--- src/rtl/lsu_pkg.sv ---
// Shared types, funct3 codes and access-legality decode for the load/store unit.
package lsu_pkg;

  // Request life cycle: IDLE -> (RD -> WAIT) -> (WR) -> RESP -> IDLE
  typedef enum logic [2:0] {
    IDLE = 3'd0,
    RD   = 3'd1,
    WAIT = 3'd2,
    WR   = 3'd3,
    RESP = 3'd4
  } state_t;

  localparam logic [2:0] F3_B  = 3'b000;
  localparam logic [2:0] F3_H  = 3'b001;
  localparam logic [2:0] F3_W  = 3'b010;
  localparam logic [2:0] F3_BU = 3'b100;
  localparam logic [2:0] F3_HU = 3'b101;

  // True when the funct3 is defined for the direction and the address is
  // naturally aligned for the access size. Unsigned forms exist for loads only.
  function automatic logic is_legal_access(input logic       we,
                                           input logic [2:0] funct3,
                                           input logic [1:0] addr_lo);
    logic ok;
    ok = 1'b0;
    case (funct3)
      F3_B:    ok = 1'b1;
      F3_H:    ok = !addr_lo[0];
      F3_W:    ok = (addr_lo == 2'b00);
      F3_BU:   ok = !we;
      F3_HU:   ok = !we && !addr_lo[0];
      default: ok = 1'b0;
    endcase
    return ok;
  endfunction

endpackage

--- src/rtl/load_extend.sv ---
// Selects the addressed byte/half lane of a RAM word and sign- or
// zero-extends it according to the load funct3.
module load_extend
  import lsu_pkg::*;
(
  input  logic [31:0] word,
  input  logic [1:0]  addr_lo,
  input  logic [2:0]  funct3,
  output logic [31:0] result
);

  logic [7:0]  byte_lane;
  logic [15:0] half_lane;

  // Lane selection and extension
  always_comb begin
    byte_lane = word[8*addr_lo +: 8];
    half_lane = addr_lo[1] ? word[31:16] : word[15:0];
    result    = 32'd0;
    case (funct3)
      F3_B:    result = {{24{byte_lane[7]}}, byte_lane};
      F3_H:    result = {{16{half_lane[15]}}, half_lane};
      F3_W:    result = word;
      F3_BU:   result = {24'd0, byte_lane};
      F3_HU:   result = {16'd0, half_lane};
      default: result = 32'd0;
    endcase
  end

endmodule

--- src/rtl/load_store_unit.sv ---
// RV32I load/store front end for a word-wide RAM with 1-cycle registered
// read and no byte enables. Sub-word stores are read-modify-write.
module load_store_unit
  import lsu_pkg::*;
#(
  parameter int MEM_DEPTH = 256,
  localparam int ADDR_WIDTH = $clog2(MEM_DEPTH)
) (
  input  logic                  clk,
  input  logic                  rst,
  input  logic                  req_valid,
  output logic                  req_ready,
  input  logic                  req_we,
  input  logic [2:0]            req_funct3,
  input  logic [31:0]           req_addr,
  input  logic [31:0]           req_wdata,
  output logic                  rsp_valid,
  output logic [31:0]           rsp_rdata,
  output logic                  rsp_err,
  output logic                  ram_ren,
  output logic                  ram_wen,
  output logic [ADDR_WIDTH-1:0] ram_raddr,
  output logic [ADDR_WIDTH-1:0] ram_waddr,
  output logic [31:0]           ram_wdata,
  input  logic [31:0]           ram_rdata
);

  localparam int AW = ADDR_WIDTH + 2;

  state_t          state_reg, state_next;
  logic            we_reg;
  logic [2:0]      funct3_reg;
  logic [AW-1:0]   addr_reg;
  logic [31:0]     wdata_reg;
  logic            err_reg;
  logic [31:0]     merged_reg;
  logic [31:0]     rdata_reg;

  logic            accept;
  logic            req_err;
  logic [ADDR_WIDTH-1:0] word_idx;
  logic [31:0]     load_result;
  logic [31:0]     merge_word;

  // Bits above the RAM window alias and are intentionally dropped.
  logic unused_addr_hi;
  assign unused_addr_hi = ^req_addr[31:AW];

  assign accept   = req_valid && req_ready;
  assign req_err  = !is_legal_access(req_we, req_funct3, req_addr[1:0]);
  assign word_idx = addr_reg[AW-1:2];

  load_extend u_load_extend (
    .word    (ram_rdata),
    .addr_lo (addr_reg[1:0]),
    .funct3  (funct3_reg),
    .result  (load_result)
  );

  // Store merge: each byte lane takes store data when it is covered by the
  // SB/SH access, otherwise keeps the word just read from RAM.
  genvar gi;
  generate
    for (gi = 0; gi < 4; gi++) begin : g_merge
      logic       lane_hit;
      logic [7:0] lane_data;
      assign lane_hit  = ((funct3_reg == F3_B) && (addr_reg[1:0] == gi[1:0])) ||
                         ((funct3_reg == F3_H) && (addr_reg[1] == gi[1]));
      assign lane_data = ((funct3_reg == F3_H) && gi[0]) ? wdata_reg[15:8]
                                                         : wdata_reg[7:0];
      assign merge_word[8*gi +: 8] = lane_hit ? lane_data : ram_rdata[8*gi +: 8];
    end
  endgenerate

  // State register
  always_ff @(posedge clk or posedge rst) begin
    if (rst) state_reg <= IDLE;
    else     state_reg <= state_next;
  end

  // Next-state decode
  always_comb begin
    state_next = state_reg;
    case (state_reg)
      IDLE: begin
        if (accept) begin
          if (req_err)                                state_next = RESP;
          else if (req_we && (req_funct3 == F3_W))    state_next = WR;
          else                                        state_next = RD;
        end
      end
      RD:   state_next = WAIT;
      WAIT: state_next = we_reg ? WR : RESP;
      WR:   state_next = RESP;
      RESP: state_next = IDLE;
      default: state_next = IDLE;
    endcase
  end

  // Request capture on accept
  always_ff @(posedge clk or posedge rst) begin
    if (rst) begin
      we_reg     <= 1'b0;
      funct3_reg <= 3'd0;
      addr_reg   <= '0;
      wdata_reg  <= 32'd0;
      err_reg    <= 1'b0;
    end else if (accept) begin
      we_reg     <= req_we;
      funct3_reg <= req_funct3;
      addr_reg   <= req_addr[AW-1:0];
      wdata_reg  <= req_wdata;
      err_reg    <= req_err;
    end
  end

  // RAM read capture: load result or merged store word
  always_ff @(posedge clk or posedge rst) begin
    if (rst) begin
      merged_reg <= 32'd0;
      rdata_reg  <= 32'd0;
    end else begin
      if (state_reg == WAIT) begin
        if (we_reg) merged_reg <= merge_word;
        else        rdata_reg  <= load_result;
      end
      // Store and error responses report zero data.
      if ((state_reg == WR) || ((state_reg == IDLE) && (state_next == RESP)))
        rdata_reg <= 32'd0;
    end
  end

  // Combinational outputs, zero outside their owning state
  always_comb begin
    req_ready = (state_reg == IDLE) && !rst;
    rsp_valid = (state_reg == RESP);
    rsp_err   = (state_reg == RESP) && err_reg;
    rsp_rdata = rdata_reg;
    ram_ren   = 1'b0;
    ram_raddr = '0;
    ram_wen   = 1'b0;
    ram_waddr = '0;
    ram_wdata = 32'd0;
    if (state_reg == RD) begin
      ram_ren   = 1'b1;
      ram_raddr = word_idx;
    end
    if (state_reg == WR) begin
      ram_wen   = 1'b1;
      ram_waddr = word_idx;
      ram_wdata = (funct3_reg == F3_W) ? wdata_reg : merged_reg;
    end
  end

endmodule

--- config.mk ---
export PLATFORM = sky130hd
export DESIGN_NAME = load_store_unit
export DESIGN_NICKNAME = d
export VERILOG_FILES = /design/src/rtl/lsu_pkg.sv /design/src/rtl/load_extend.sv /design/src/rtl/load_store_unit.sv
export SDC_FILE = /design/constraint.sdc
export NUM_CORES = 1
export LEC_CHECK = 0
export BUFFER_PORTS_ARGS = -buffer_cell sky130_fd_sc_hd__buf_2
export CAP_MARGIN = 20
export CORE_MARGIN = 8
export CORE_UTILIZATION = 39
export DETAILED_ROUTE_END_ITERATION = 6
export HOLD_SLACK_MARGIN = 0.12
export PLACE_DENSITY = 0.65
export SETUP_SLACK_MARGIN = 0.4
export SYNTH_ARGS = -nofsm -noshare
export SYNTH_HDL_FRONTEND = slang
export SYNTH_SLANG_ARGS = --single-unit
--- constraint.sdc ---
create_clock -name clk -period 8.19 [get_ports clk]
set_clock_uncertainty 0.2 [all_clocks]
set_input_delay 0.819 -clock clk [delete_from_list [all_inputs] [get_ports clk]]
set_output_delay 0.819 -clock clk [all_outputs]
set_load 0.01 [all_outputs]
-- Word level (Yosys, flattened, before mapping)
Index checks and enable logic that the tools add are counted.
- flip-flop bits (word level): 114
- output and inout port bits: 85
- word-level logic and storage cells: 78
- equality and inequality tests: 17
- shifts and indexed selects: 1
- muxes and demuxes: 22
- bitwise logic cells: 1
- reduce and logical (&&, ||, !) cells: 29
- operator list (operator ; number):
    32-bit 2-to-1 mux ; 5
    32-bit case mux with 5 select lines ; 1
    8-bit 2-to-1 mux ; 7
    32-bit by 6-bit indexed part select with 8-bit output ; 1
    3-bit equality test (second input constant) ; 6
    16-bit 2-to-1 mux ; 1
    3-bit by 2-bit equality test with 1-bit output (second input constant) ; 4
    1-bit logical AND ; 12
    3-bit case mux with 4 select lines ; 1
    3-bit by 1-bit equality test with 1-bit output (second input constant) ; 3
    3-bit logical NOT ; 3
    3-bit 2-to-1 mux ; 3
    1-bit logical OR ; 5
    1-bit case mux with 5 select lines ; 1
    2-bit equality test (second input constant) ; 2
    1-bit logical NOT ; 4
    2-bit logical NOT ; 2
    2-bit AND reduction ; 2
    2-bit by 1-bit equality test with 1-bit output (second input constant) ; 1
    1-bit 2-to-1 mux ; 2
    2-bit 2-to-1 mux ; 1
    2-bit by 1-bit != test with 1-bit output (second input constant) ; 1
    2-bit nonzero test ; 1
    1-bit inverter ; 1

-- Logic depth before layout (Yosys ltp)
Gate-level depths: netlist of run 1.
- depth after elaboration: 11
- gate-level depth with buffers: 6
- mapped depth without buffers: 4

-- Modules after synthesis
A second synthesis of run 1 with hierarchy kept.
- cell total of the unflattened synthesis: 684
- area total of the unflattened synthesis: 6467.5 um^2
- modules (own cells, without submodules) (module ; times used ; cells each ; area each (um^2) ; sequential area each (um^2)):
    load_store_unit ; 1 ; 576 ; 5705.5 ; 2852.7
    load_extend ; 1 ; 108 ; 762.0 ; 0.0

-- Worst setup path before layout of run 1
Ideal clock, no wire load.
- path kind: reg-to-output
- start point: reg funct3_reg[2]
- end point: out ram_wdata[11]
- data arrival time: 1.507 ns
- required time: 7.171 ns
- setup slack: 5.664 ns
- stages on the path, launching flop included: 7
- buffers on the path: 3
- cells stage by stage: dfrtp_1 -> buf_2 -> nor3b_2 -> buf_2 -> buf_1 -> nand2_1 -> a21oi_1
- word-level cells in the longest chain between the ends: 3
- ends and longest elaborated chain (element ; RTL line ; source):
    start, declared ; load_store_unit.sv:32 ; logic [2:0] funct3_reg;
    start signal, assigned ; load_store_unit.sv:110 ; funct3_reg <= req_funct3;
    3-bit by 2-bit equality test with 1-bit output ; load_store_unit.sv:151 ; ram_wdata = (funct3_reg == F3_W) ? wdata_reg : merged_reg;
    32-bit 2-to-1 mux ; load_store_unit.sv:151 ;
    32-bit 2-to-1 mux ; load_store_unit.sv:148 ; if (state_reg == WR) begin
    end, declared ; load_store_unit.sv:24 ; output logic [31:0] ram_wdata,
Every way passes these cells.

-- Worst setup path after layout of run 1
- start point: reg state_reg[1]
- end point: out ram_wdata[9]
- word-level cells in the longest chain between the ends: 2
- ends and longest elaborated chain (element ; RTL line ; source):
    start, declared ; load_store_unit.sv:30 ; state_t state_reg, state_next;
    start signal, assigned ; load_store_unit.sv:78 ; else state_reg <= state_next;
    3-bit by 2-bit equality test with 1-bit output ; load_store_unit.sv:148 ;
    32-bit 2-to-1 mux ; load_store_unit.sv:148 ;
Every way passes these cells.

==> results.md, run 1 <==
- The flow ran to the end, and the final reports show no timing, DRC or antenna violations.
- After the last flow step, the layout net total stands at 844.
- After detailed placement, the total cell area comes to 0.00688 mm².
- Setup violations remaining at the end of the flow were counted as 0.
- For this run, design rule violations remaining after detail routing come to 0.
- The number of instances in the synthesized netlist is 594.
- Of the total power, the share spent switching nets is 0.373.
- The class of the worst hold path is reg2reg.
- In this run the worst setup path begins at state_reg[1]$_DFF_PP0_.
- The count of buffer and inverter cells on the critical path is 2.
- The static power due to leakage is 3.73 nW.
- Counting cells, the worst reg-to-reg path comes to 5.
- The worst pin sits at a relative slew slack of 0.307.
- The element type at the critical path start is a register.
- The number of antenna violations at the first check in global routing was 0.
- The topmost layer with routed signal wires is met4.
- STA puts the critical path data required time at 7.17 ns.
- The transition time of the tightest slew-check pin is 1.04 ns.
- The mapped cell area is 0.00596 mm².
- The critical path's slowest cell is sky130_fd_sc_hd__nor2b_1.
- The via count of the first global-routing pass was 5355.
- The worst setup path is captured at an output port.
- The category of the most critical setup path is reg2out.
- The total power of the final layout is 0.00292 W.
- In the final timing run, aggregate negative setup slack is 0 ns.
- The detailed route wirelength on metal2 is 8890 µm.
- The number of maximum-capacitance constraint violations is 0.
- In this design, the stage delay of the slowest critical-path cell is 0.67 ns.
- The post-CTS setup repair buffer count is 0.
- The first-pass GRT wire length is 30200 µm.
- In this run the critical register-to-register path is launched from funct3_reg[1]$_DFFE_PP0N_.
- The count of pins over their slew limit came to 0.
- Along the worst path, the maximum fanout reaches 19.
- The count of boundary I/O pins is 188.
- The via-per-instance ratio is 5.51.
- The share of total power dissipated in combinational logic is 0.363.
- Wires add up to 18800 µm.
- The synthesized design contains 0 enable-type register cells.
- The cell at the root of the clock tree is sky130_fd_sc_hd__clkbuf_16.
- The number of distinct library cells after synthesis is 48.
- The number of iterations in the first detailed-routing pass is 5.
- The share of synthesized area occupied by flip-flops and latches is 0.479.
- In this run the core area contains 45 standard-cell rows.
- In this run the standard cell core region covers 0.0151 mm².
- The detail-routed net length per standard cell is 20.0 µm.
- The total power divided by cell area is 387 mW/mm².
- The post-route standard cell area excluding fillers is 0.00752 mm².
- The floorplan step set the die width to 140 µm.
- Yosys printed 0 warnings.
- The met3 wirelength from detailed routing is 1450 µm.
- Summed over all nets, the switching power comes to 0.00109 W.
- After clock tree synthesis, the clock-pin slew on the worst setup and hold paths is 0.05 ns.
- The die is 140 µm tall.
- TritonCTS built the clock tree.
- The clock net in this run drives a total of 114 sinks.
- The final number of hold-violating endpoints is 0.
- In this run the tool buffered the top-level ports with 165 buffer cells.
- The worst path in the final design needs a cycle of 3.94 ns, including I/O delays and setup.
- The number of cells on the worst hold path is 1.
- The fraction of power consumed by sequential logic is 0.370.
- The fraction of synthesis flops using an asynchronous set or reset pin is 1.00.
- The signed area change from the synthesized netlist to the final layout is 26.3%.
- The share of total power dissipated in the clock network is 0.267.
- The all-layer global routing usage is 0.196.
- The fraction of layout cells with a size suffix above 1 is 0.371.
- For this block, the initial DRC count from the detailed router was 548.
- 0 antenna diodes ended up in the layout.
- Measured on the finished design, the core utilization comes to 0.499.
- The flip-flop and latch count after synthesis is 114.
- For this configuration, the core starts out at a cell density of 0.395.
- The library cell used most frequently in the layout, excluding fill and tap cells, is sky130_fd_sc_hd__buf_2.
- The data arrival time of the critical path is 2.92 ns.
- The top achievable clock speed is 254 MHz.
- The worst hold path begins at rsp_rdata[15]$_DFFE_PP0P_.
- Hold repair after CTS inserted 0 buffers.
- The routability congestion estimate from global placement is 0.918.
- Among all flip-flop cells after synthesis, the most frequent one is sky130_fd_sc_hd__dfrtp_1.
- In the layout the commonest cells are 165 x sky130_fd_sc_hd__buf_2, 114 x sky130_fd_sc_hd__dfrtp_1, 99 x sky130_fd_sc_hd__nand2_1.
- The remaining number of nets flagged by the antenna check after routing is 0.
- The total half-perimeter wirelength after legalization and detailed placement is 13900 µm.
- For this run the aggregate overflow at the end of global routing stands at 0.
- After detailed routing, the wire length on met1 is 8280 µm.
- The number of nets in the synthesized netlist is 697.
- In this run, CTS created clock tree buffers numbering 17.
- Hold is met by 0.271 ns.
- The routed layout has 5181 vias.
- Setup repair after global routing left no endpoint under its margin.
- Each instance of the synthesized netlist takes up on average 10.0 µm².
- The die covers 0.0195 mm².
- The final period utilization is 0.481.
- The largest net degree at the start of global routing is 63.
- After filler insertion, the fill cell instance count of the layout stands at 1433.
- The critical path depth in cells is 5.
- Across the VDD grid, the largest voltage drop is 168 µV.
- The kind of cell with the highest combined delay along the critical path is simple AND/OR/NAND/NOR gates.
- At the later pin of the worst-skew pair, clock insertion delay measures 0.42 ns.
- The number of gates resized after cts is 0.
- The clock passes through at most 2 buffers.
- The H-tree was split into 4 levels.
- The signal on the critical path passes through nor2b_1, nand2_1, buf_8, a21oi_1, buf_2.
- The internal power is 0.00183 W.
-- worst paths after layout --
check,end,slack [ns]
max,ram_wdata[9],4.25
min reg2reg,rsp_rdata[15]$_DFFE_PP0P_,0.27
min in group asynchronous,wdata_reg[31]$_DFFE_PP0N_,0.32
max in group asynchronous,wdata_reg[10]$_DFFE_PP0N_,6.24
max reg2reg,rsp_rdata[3]$_DFFE_PP0P_,5.22
min,rsp_rdata[15]$_DFFE_PP0P_,0.27
-- power groups by stage --
stage	registers (W)	clock network, W	logic, W
2_1_floorplan	0.000989	0	0.000809
4_1_cts	0.00107	0.000790	0.00106
3_3_place_gp	0.00106	0	0.00102
6_report	0.00108	0.000778	0.00106
5_1_grt	0.00111	0.000819	0.00117
3_5_place_dp	0.00108	0	0.00105
-- stage by stage --
step | cells | worst slack, ns
3_3_place_gp | 908 | 4.53
3_5_place_dp | 909 | 4.73
2_1_floorplan | 594 | 4.16
5_1_grt | 941 | 4.05
4_1_cts | 940 | 4.29
6_report | 941 | 4.25
-- cells by family (layout without fill, tap and decap cells) --
group,after synthesis,in the layout,share of synthesized area
DFF,114,114,0.479
and+or+nand+nor,186,186,0.152
AOI/OAI and AO/OA,163,163,0.173
buffers and inverters,49,208,0.0376
muxes,82,82,0.159
-- cells in the mapped netlist (3+ instances only) --
library cell	instances	area (µm²)
sky130_fd_sc_hd__nor4_2	3	37.5
sky130_fd_sc_hd__o2bb2ai_1	19	166
sky130_fd_sc_hd__nand3_1	17	85.1
sky130_fd_sc_hd__a221o_1	5	50.1
sky130_fd_sc_hd__a22oi_1	23	173
sky130_fd_sc_hd__o21ai_1	25	125
sky130_fd_sc_hd__a21o_1	8	60.1
sky130_fd_sc_hd__nand2b_1	4	25.0
sky130_fd_sc_hd__o21ai_0	26	130
sky130_fd_sc_hd__a31oi_1	6	37.5
sky130_fd_sc_hd__nor2b_1	3	18.8
sky130_fd_sc_hd__buf_1	4	15.0
sky130_fd_sc_hd__and3_1	9	56.3
sky130_fd_sc_hd__nor2_1	23	86.3
sky130_fd_sc_hd__dfrtp_1	114	2850
sky130_fd_sc_hd__inv_1	3	11.3
sky130_fd_sc_hd__nand2_1	100	375
sky130_fd_sc_hd__mux2_4	8	120
sky130_fd_sc_hd__a21oi_1	43	215
sky130_fd_sc_hd__nand3b_1	3	22.5
sky130_fd_sc_hd__clkbuf_1	18	67.6
sky130_fd_sc_hd__mux2_2	54	608
sky130_fd_sc_hd__buf_2	19	95.1
sky130_fd_sc_hd__and2_1	9	56.3
sky130_fd_sc_hd__mux2i_1	18	180
-- per-layer routing --
layer | global-route usage | vias to the layer above
li1 | - | 2425
met2 | 0.307 | 168
met1 | 0.254 | 2572
met5 | 0 | -
met3 | 0.0653 | 16
met4 | 0.0526 | 0
-- cell type report --
class	count	area [µm²]	area share
Inverter	4	17.5	0.00233
Sequential cell	114	2850	0.379
Clock buffer	21	460	0.0612
Tap cell	188	235	0.0313
Timing Repair Buffer	173	913	0.121
Multi-Input combinational cell	431	2890	0.384
Clock inverter	10	158	0.0210
No activity file was read; power rests on OpenSTA's default activity.
==> run 2: changes to the inputs <==
- PLACE_DENSITY: 0.65 -> 0.67
- clock period: 8.19 -> 3.55 ns (I/O delays scaled with it)
==> results.md, run 2 (same netlist as run 1, synthesis figures left out) <==
- The count of non-filler cells in the finished layout is 1019 (was 941).
- The initial cell density of the core is 0.395 (unchanged).
- The number of antenna violations at the first check in global routing is 1 (was 0).
- The final hold slack is 0.135 ns (was 0.271 ns).
- The gate family responsible for the most delay along the worst path is flip-flops (was simple AND/OR/NAND/NOR gates).
- The remaining number of nets flagged by the antenna check after routing is 0 (unchanged).
- The number of sinks driven by the clock tree is 114 (unchanged).
- In this design, the critical path's most frequently occurring cell is sky130_fd_sc_hd__nand2_1.
- The final number of hold-violating endpoints was 0 (unchanged).
- The post-CTS setup repair buffer count was 0 (unchanged).
- The final setup violation count is 0 (unchanged).
- The number of nets in the final layout came to 922 (was 844).
- The final period utilization is 0.788.
- The transition time of the tightest slew-check pin came to 1.04 ns (about the same).
- The depth of the worst register-to-register path is 5 (unchanged).
- The critical path depth in cells is 6 (was 5).
- The count of buffer and inverter cells on the critical path came to 2 (unchanged).
- The buffer depth of the longest clock path is 2 (unchanged).
- The placed standard-cell area is 0.00694 mm² (was 0.00688 mm²).
- The die width was 140 µm (unchanged).
- The worst endpoint required time is 2.99 ns (was 7.17 ns).
- The area of the die is 0.0195 mm² (unchanged).
- The static power due to leakage is 4.06 nW (was 3.73 nW).
- The category of the most critical setup path was reg2out (unchanged).
- The critical path capture point type is an output port (unchanged).
- The largest driver fanout on the critical path is 13 (was 19).
- The delay of the slowest critical-path stage is 0.62 ns (was 0.67 ns).
- The element type at the critical path start is a register (unchanged).
- The total half-perimeter wirelength after legalization and detailed placement is 13500 µm (was 13900 µm).
- The all-layer global routing usage is 0.203 (was 0.196).
- The switching component of the power is 0.00252 W (was 0.00109 W).
- The total CTS buffers was 17 (unchanged).
- The post-route standard cell area excluding fillers is 0.00830 mm² (was 0.00752 mm²).
- RSZ-0062 raised after global routing: no (unchanged).
- Outcome: finished clean (unchanged).
- The overflow left after global routing was 0 (unchanged).
- The count of standard-cell rows is 45 (unchanged).
- The cell at the root of the clock tree is sky130_fd_sc_hd__clkbuf_16 (unchanged).
- The clock tree from TritonCTS is yes (unchanged).
- The detail-routed net length per standard cell is 19.3 µm (was 20.0 µm).
- The commonest non-fill, non-tap cell in the layout is sky130_fd_sc_hd__buf_2 (unchanged).
- The internal power was 0.00435 W (was 0.00183 W).
- The core outline area was 0.0151 mm² (unchanged).
- The number of maximum-capacitance constraint violations is 0 (unchanged).
- The switching part of the total power is 0.367 (was 0.373).
- The number of DRC markers after the initial detailed-route iteration is 363 (was 548).
- The maximum vdd ir drop came to 435 µV (was 168 µV).
- The post-placement cell count is 916 (was 909).
- The via-per-instance ratio was 5.33 (was 5.51).
- The number of cells on the worst hold path is 3 (was 1).
- The clock latency of the later-clocked register in the worst-skew pair is 0.42 ns (about the same).
- The worst slew margin relative to its limit came to 0.305 (was 0.307).
- The number of inserted filler cells in the final layout is 1342 (was 1433).
- The count of boundary I/O pins is 188 (unchanged).
- The signed area change from the synthesized netlist to the final layout is 39.4% (was 26.3%).
- The number of H-tree levels is 4 (unchanged).
- The height of the die is 140 µm (unchanged).
- The total of buffers placed on input and output ports is 165 (unchanged).
- The post-detailed-route DRC marker count is 0 (unchanged).
- The fraction of power consumed by sequential logic is 0.353 (was 0.370).
- The number of iterations in the first detailed-routing pass is 5 (unchanged).
- Most frequent cells in the layout: 165 x sky130_fd_sc_hd__buf_2, 114 x sky130_fd_sc_hd__dfrtp_1, 98 x sky130_fd_sc_hd__nand2_1 (was 165 x sky130_fd_sc_hd__buf_2, 114 x sky130_fd_sc_hd__dfrtp_1, 99 x sky130_fd_sc_hd__nand2_1).
- The via count is 5436 (was 5181).
- The clock transition at the registers of the reported paths is 0.05 ns (about the same).
- Cell-by-cell trace of the critical path: nor2_1, nand2_1, buf_4, nand2_1, a21oi_1, buf_2 (was nor2b_1, nand2_1, buf_8, a21oi_1, buf_2).
- The via count of the first global-routing pass is 5629 (was 5355).
- The largest net degree at the start of global routing is 75 (was 63).
- The clock share of power is 0.270 (was 0.267).
- The final routed wirelength across all metal layers is 19700 µm (was 18800 µm).
- The first-pass GRT wire length is 31200 µm (was 30200 µm).
- The critical path's slowest cell was sky130_fd_sc_hd__dfrtp_1 (was sky130_fd_sc_hd__nor2b_1).
- The sum of negative setup slack was 0 ns (unchanged).
- The clock period could shrink to 2.80 ns.
- The count of pins over their slew limit came to 0 (unchanged).
- The class of the worst hold path is in2reg (was reg2reg).
- The fraction of layout cells with a size suffix above 1 came to 0.346 (was 0.371).
- The total power divided by cell area is 828 mW/mm² (was 387 mW/mm²).
- The routability congestion estimate from global placement is 0.935 (was 0.918).
- For this run, the top clock speed supported by timing is 358 MHz.
- The data arrival time of the critical path came to 2.24 ns (was 2.92 ns).
- The share of power burned in combinational logic came to 0.377 (was 0.363).
## run 2: final timing paths
check | start | end | slack (ns)
max | funct3_reg[0]$_DFFE_PP0N_ | ram_wdata[9] | 0.75
min reg2reg | rsp_rdata[13]$_DFFE_PP0P_ | rsp_rdata[13]$_DFFE_PP0P_ | 0.27
max reg2reg | state_reg[1]$_DFF_PP0_ | rsp_rdata[15]$_DFFE_PP0P_ | 1.01
max in group asynchronous | rst | wdata_reg[6]$_DFFE_PP0N_ | 1.76
min in group asynchronous | rst | we_reg$_DFFE_PP0N_ | 0.51
min | ram_rdata[17] | merged_reg[17]$_DFFE_PP0P_ | 0.14
## run 2: per-stage QoR
stage	util	worst slack, ns	total power [W]
2_1_floorplan	-	1.49	0.00415
3_3_place_gp	0.460	1.07	0.00489
3_5_place_dp	0.460	1.05	0.00493
4_1_cts	0.550	0.610	0.00689
5_1_grt	0.550	0.589	0.00731
6_report	0.550	0.754	0.00688
## run 2: final cells by class
class	count	area, µm²	share of cell area
Sequential cell	114	2850	0.344
Tap cell	188	235	0.0283
Multi-Input combinational cell	431	2890	0.348
Antenna cell	1	2.50	0.000301
Clock inverter	11	185	0.0223
Timing Repair Buffer	251	1660	0.200
Inverter	4	18.8	0.00226
Clock buffer	19	453	0.0546
## run 2: per-layer routing
layer  up-vias  wire [µm]  GRT usage
met2       197       9340      0.324
met5         -          0          0
met3        34       1320     0.0602
li1       2574          -          -
met1      2631       8650      0.258
met4         0        393     0.0703
## run 2: power by group through the flow
stage | logic [W] | registers (W) | clock network, W
detailed placement | 0.00252 | 0.00242 | 0
CTS | 0.00259 | 0.00241 | 0.00188
floorplan | 0.00187 | 0.00228 | 0
global placement | 0.00248 | 0.00241 | 0
finish | 0.00259 | 0.00243 | 0.00186
global route | 0.00286 | 0.00251 | 0.00195
## run 2: tightest hold or removal path, cell delays in order
cell	delay, ns
sky130_fd_sc_hd__buf_2	0.14
sky130_fd_sc_hd__mux2i_1	0.08
sky130_fd_sc_hd__o21ai_0	0.13
## run 2: what timing repair did
action / 4_1_cts / 5_1_grt
hold buffers: 72 / 0
resized for setup: 0 / 1
endpoints found under the hold margin: 121 / 0
endpoints found under the setup margin: 0 / 1
==> run 3: changes to the inputs <==
- clock period: 3.55 -> 2.4 ns (I/O delays scaled with it)
==> results.md, run 3 (same netlist as run 1, synthesis figures left out) <==
- The detail-routed net length per standard cell is 21.3 µm (was 19.3 µm).
- The final routed wirelength across all metal layers is 23200 µm (was 19700 µm).
- The maximum vdd ir drop is 678 µV (was 435 µV).
- The number of sinks driven by the clock tree is 114 (unchanged).
- The worst slew margin relative to its limit was 0.514 (was 0.305).
- The total half-perimeter wirelength after legalization and detailed placement is 13800 µm (was 13500 µm).
- The final critical-path required period is 2.29 ns.
- The routability congestion estimate from global placement is 0.878 (was 0.935).
- Outcome: finished clean (unchanged).
- The critical path capture point type is an output port (unchanged).
- The largest net degree at the start of global routing is 50 (was 75).
- The switching component of the power is 0.00456 W (was 0.00252 W).
- RSZ-0062 raised after global routing: yes (was no).
- The final period utilization is 0.955.
- The final setup violation count was 0 (unchanged).
- The clock latency of the later-clocked register in the worst-skew pair is 0.42 ns (about the same).
- The via count was 6062 (was 5436).
- The critical path's slowest cell is sky130_fd_sc_hd__dfrtp_2 (was sky130_fd_sc_hd__dfrtp_1).
- The delay of the slowest critical-path stage is 0.44 ns (was 0.62 ns).
- The number of antenna violations at the first check in global routing is 0 (was 1).
- The largest driver fanout on the critical path is 6 (was 13).
- The count of pins over their slew limit came to 0 (unchanged).
- The overflow left after global routing is 0 (unchanged).
- The category of the most critical setup path is reg2out (unchanged).
- Cell-by-cell trace of the critical path: nor3b_4, buf_6, buf_12, nand2_4, a21oi_4, buf_6 (was nor2_1, nand2_1, buf_4, nand2_1, a21oi_1, buf_2).
- Most frequent cells in the layout: 150 x sky130_fd_sc_hd__buf_2, 107 x sky130_fd_sc_hd__dfrtp_1, 80 x sky130_fd_sc_hd__nand2_1 (was 165 x sky130_fd_sc_hd__buf_2, 114 x sky130_fd_sc_hd__dfrtp_1, 98 x sky130_fd_sc_hd__nand2_1).
- The element type at the critical path start is a register (unchanged).
- The post-detailed-route DRC marker count came to 0 (unchanged).
- The total power divided by cell area came to 1200 mW/mm² (was 828 mW/mm²).
- The total CTS buffers is 17 (unchanged).
- The class of the worst hold path is in2reg (unchanged).
- The all-layer global routing usage was 0.220 (was 0.203).
- The via-per-instance ratio is 5.57 (was 5.33).
- The via count of the first global-routing pass is 6101 (was 5629).
- The fraction of power consumed by sequential logic is 0.309 (was 0.353).
- The internal power came to 0.00711 W (was 0.00435 W).
- The sum of negative setup slack is 0 ns (unchanged).
- The worst endpoint required time is 1.96 ns (was 2.99 ns).
- The number of maximum-capacitance constraint violations came to 0 (unchanged).
- The first-pass GRT wire length was 34000 µm (was 31200 µm).
- The post-placement cell count is 928 (was 916).
- The static power due to leakage came to 4.72 nW (was 4.06 nW).
- The cell seen most often among critical-path stages is sky130_fd_sc_hd__buf_6 (was sky130_fd_sc_hd__nand2_1).
- The number of nets in the final layout is 990 (was 922).
- The final number of hold-violating endpoints came to 0 (unchanged).
- The transition time of the tightest slew-check pin was 0.726 ns (was 1.04 ns).
- The number of inserted filler cells in the final layout was 1133 (was 1342).
- The fraction of layout cells with a size suffix above 1 is 0.476 (was 0.346).
- The clock share of power is 0.201 (was 0.270).
- The remaining number of nets flagged by the antenna check after routing is 0 (unchanged).
- The height of the die is 140 µm (unchanged).
- The count of non-filler cells in the finished layout is 1088 (was 1019).
- The share of power burned in combinational logic came to 0.490 (was 0.377).
- The core outline area is 0.0151 mm² (unchanged).
- The clock transition at the registers of the reported paths is 0.05 ns (about the same).
- The commonest non-fill, non-tap cell in the layout is sky130_fd_sc_hd__buf_2 (unchanged).
- The number of iterations in the first detailed-routing pass was 5 (unchanged).
- The die width is 140 µm (unchanged).
- The number of DRC markers after the initial detailed-route iteration came to 565 (was 363).
- The top achievable clock speed is 436 MHz.
- The signed area change from the synthesized netlist to the final layout is 62.9% (was 39.4%).
- The clock tree from TritonCTS is yes (unchanged).
- The initial cell density of the core came to 0.395 (unchanged).
- The number of H-tree levels is 4 (unchanged).
- The cell at the root of the clock tree is sky130_fd_sc_hd__clkbuf_16 (unchanged).
- The count of standard-cell rows is 45 (unchanged).
- The total of buffers placed on input and output ports is 165 (unchanged).
- The data arrival time of the critical path was 1.85 ns (was 2.24 ns).
- The final hold slack is 0.229 ns (was 0.135 ns).
- The area of the die is 0.0195 mm² (unchanged).
- The switching part of the total power came to 0.391 (was 0.367).
- The count of boundary I/O pins is 188 (unchanged).
- The buffer depth of the longest clock path is 2 (unchanged).
-- run 3: per-layer routing --
metal | vias up | track usage | share of wire
met5 | - | 0 | 0
met4 | 0 | 0.0846 | 0.034
met3 | 62 | 0.0578 | 0.071
met2 | 292 | 0.359 | 0.49
met1 | 2992 | 0.275 | 0.41
li1 | 2716 | - | -
-- run 3: per-stage QoR --
stage                     instance area [µm²]  setup WS [ns]  utilization  power [W]
after global routing                     9700         0.0297        0.643     0.0123
after global placement                   7090          0.187        0.470    0.00739
after CTS                                8910          0.203        0.591     0.0105
after floorplan                          5960          0.453            -    0.00614
after detailed placement                 7090          0.178        0.470    0.00746
final                                    9700          0.107        0.643     0.0117
-- run 3: worst paths after layout --
check	start	end	slack [ns]	depth (start not counted)
min in group asynchronous	rst	merged_reg[0]$_DFFE_PP0P_	0.29	3
min reg2reg	rsp_rdata[13]$_DFFE_PP0P_	rsp_rdata[13]$_DFFE_PP0P_	0.27	1
max reg2reg	state_reg[2]$_DFF_PP0_	rsp_rdata[3]$_DFFE_PP0P_	0.23	5
min	req_valid	addr_reg[7]$_DFFE_PP0N_	0.23	4
max	funct3_reg[0]$_DFFE_PP0N_	ram_wdata[1]	0.11	6
max in group asynchronous	rst	wdata_reg[22]$_DFFE_PP0N_	1.08	4
-- run 3: final cells by class --
type / instances / area (µm²) / share of cell area
Sequential cell: 114 / 2860 / 0.295
Clock inverter: 5 / 25.0 / 0.00258
Inverter: 4 / 18.8 / 0.00193
Clock buffer: 26 / 519 / 0.0535
Antenna cell: 1 / 2.50 / 0.000258
Multi-Input combinational cell: 431 / 3380 / 0.348
Timing Repair Buffer: 319 / 2660 / 0.275
Tap cell: 188 / 235 / 0.0242
-- run 3: what timing repair did --
| action | CTS | global route |
|---|---|---|
| hold buffers | 80 | 0 |
| gates cloned | 5 | 5 |
| endpoints found under the setup margin | 105 | 108 |
| endpoints found under the hold margin | 202 | 0 |
| gates resized for setup | 47 | 116 |
| setup buffers | 19 | 20 |
| pin swaps | 14 | 55 |
-- run 3: critical path: cells and delay by family (launching register included) --
family | cells | cell delay (ns)
buffers and inverters | 3 | 0.44
DFF | 1 | 0.44
AOI/OAI and AO/OA | 1 | 0.20
and+or+nand+nor | 2 | 0.36
-- run 3: power by group through the flow --
stage / combinational, W / sequential [W] / clock [W]
3_5_place_dp: 0.00389 / 0.00356 / 0
6_report: 0.00572 / 0.00361 / 0.00234
4_1_cts: 0.00467 / 0.00348 / 0.00237
2_1_floorplan: 0.00276 / 0.00337 / 0
5_1_grt: 0.00610 / 0.00371 / 0.00246
3_3_place_gp: 0.00384 / 0.00354 / 0
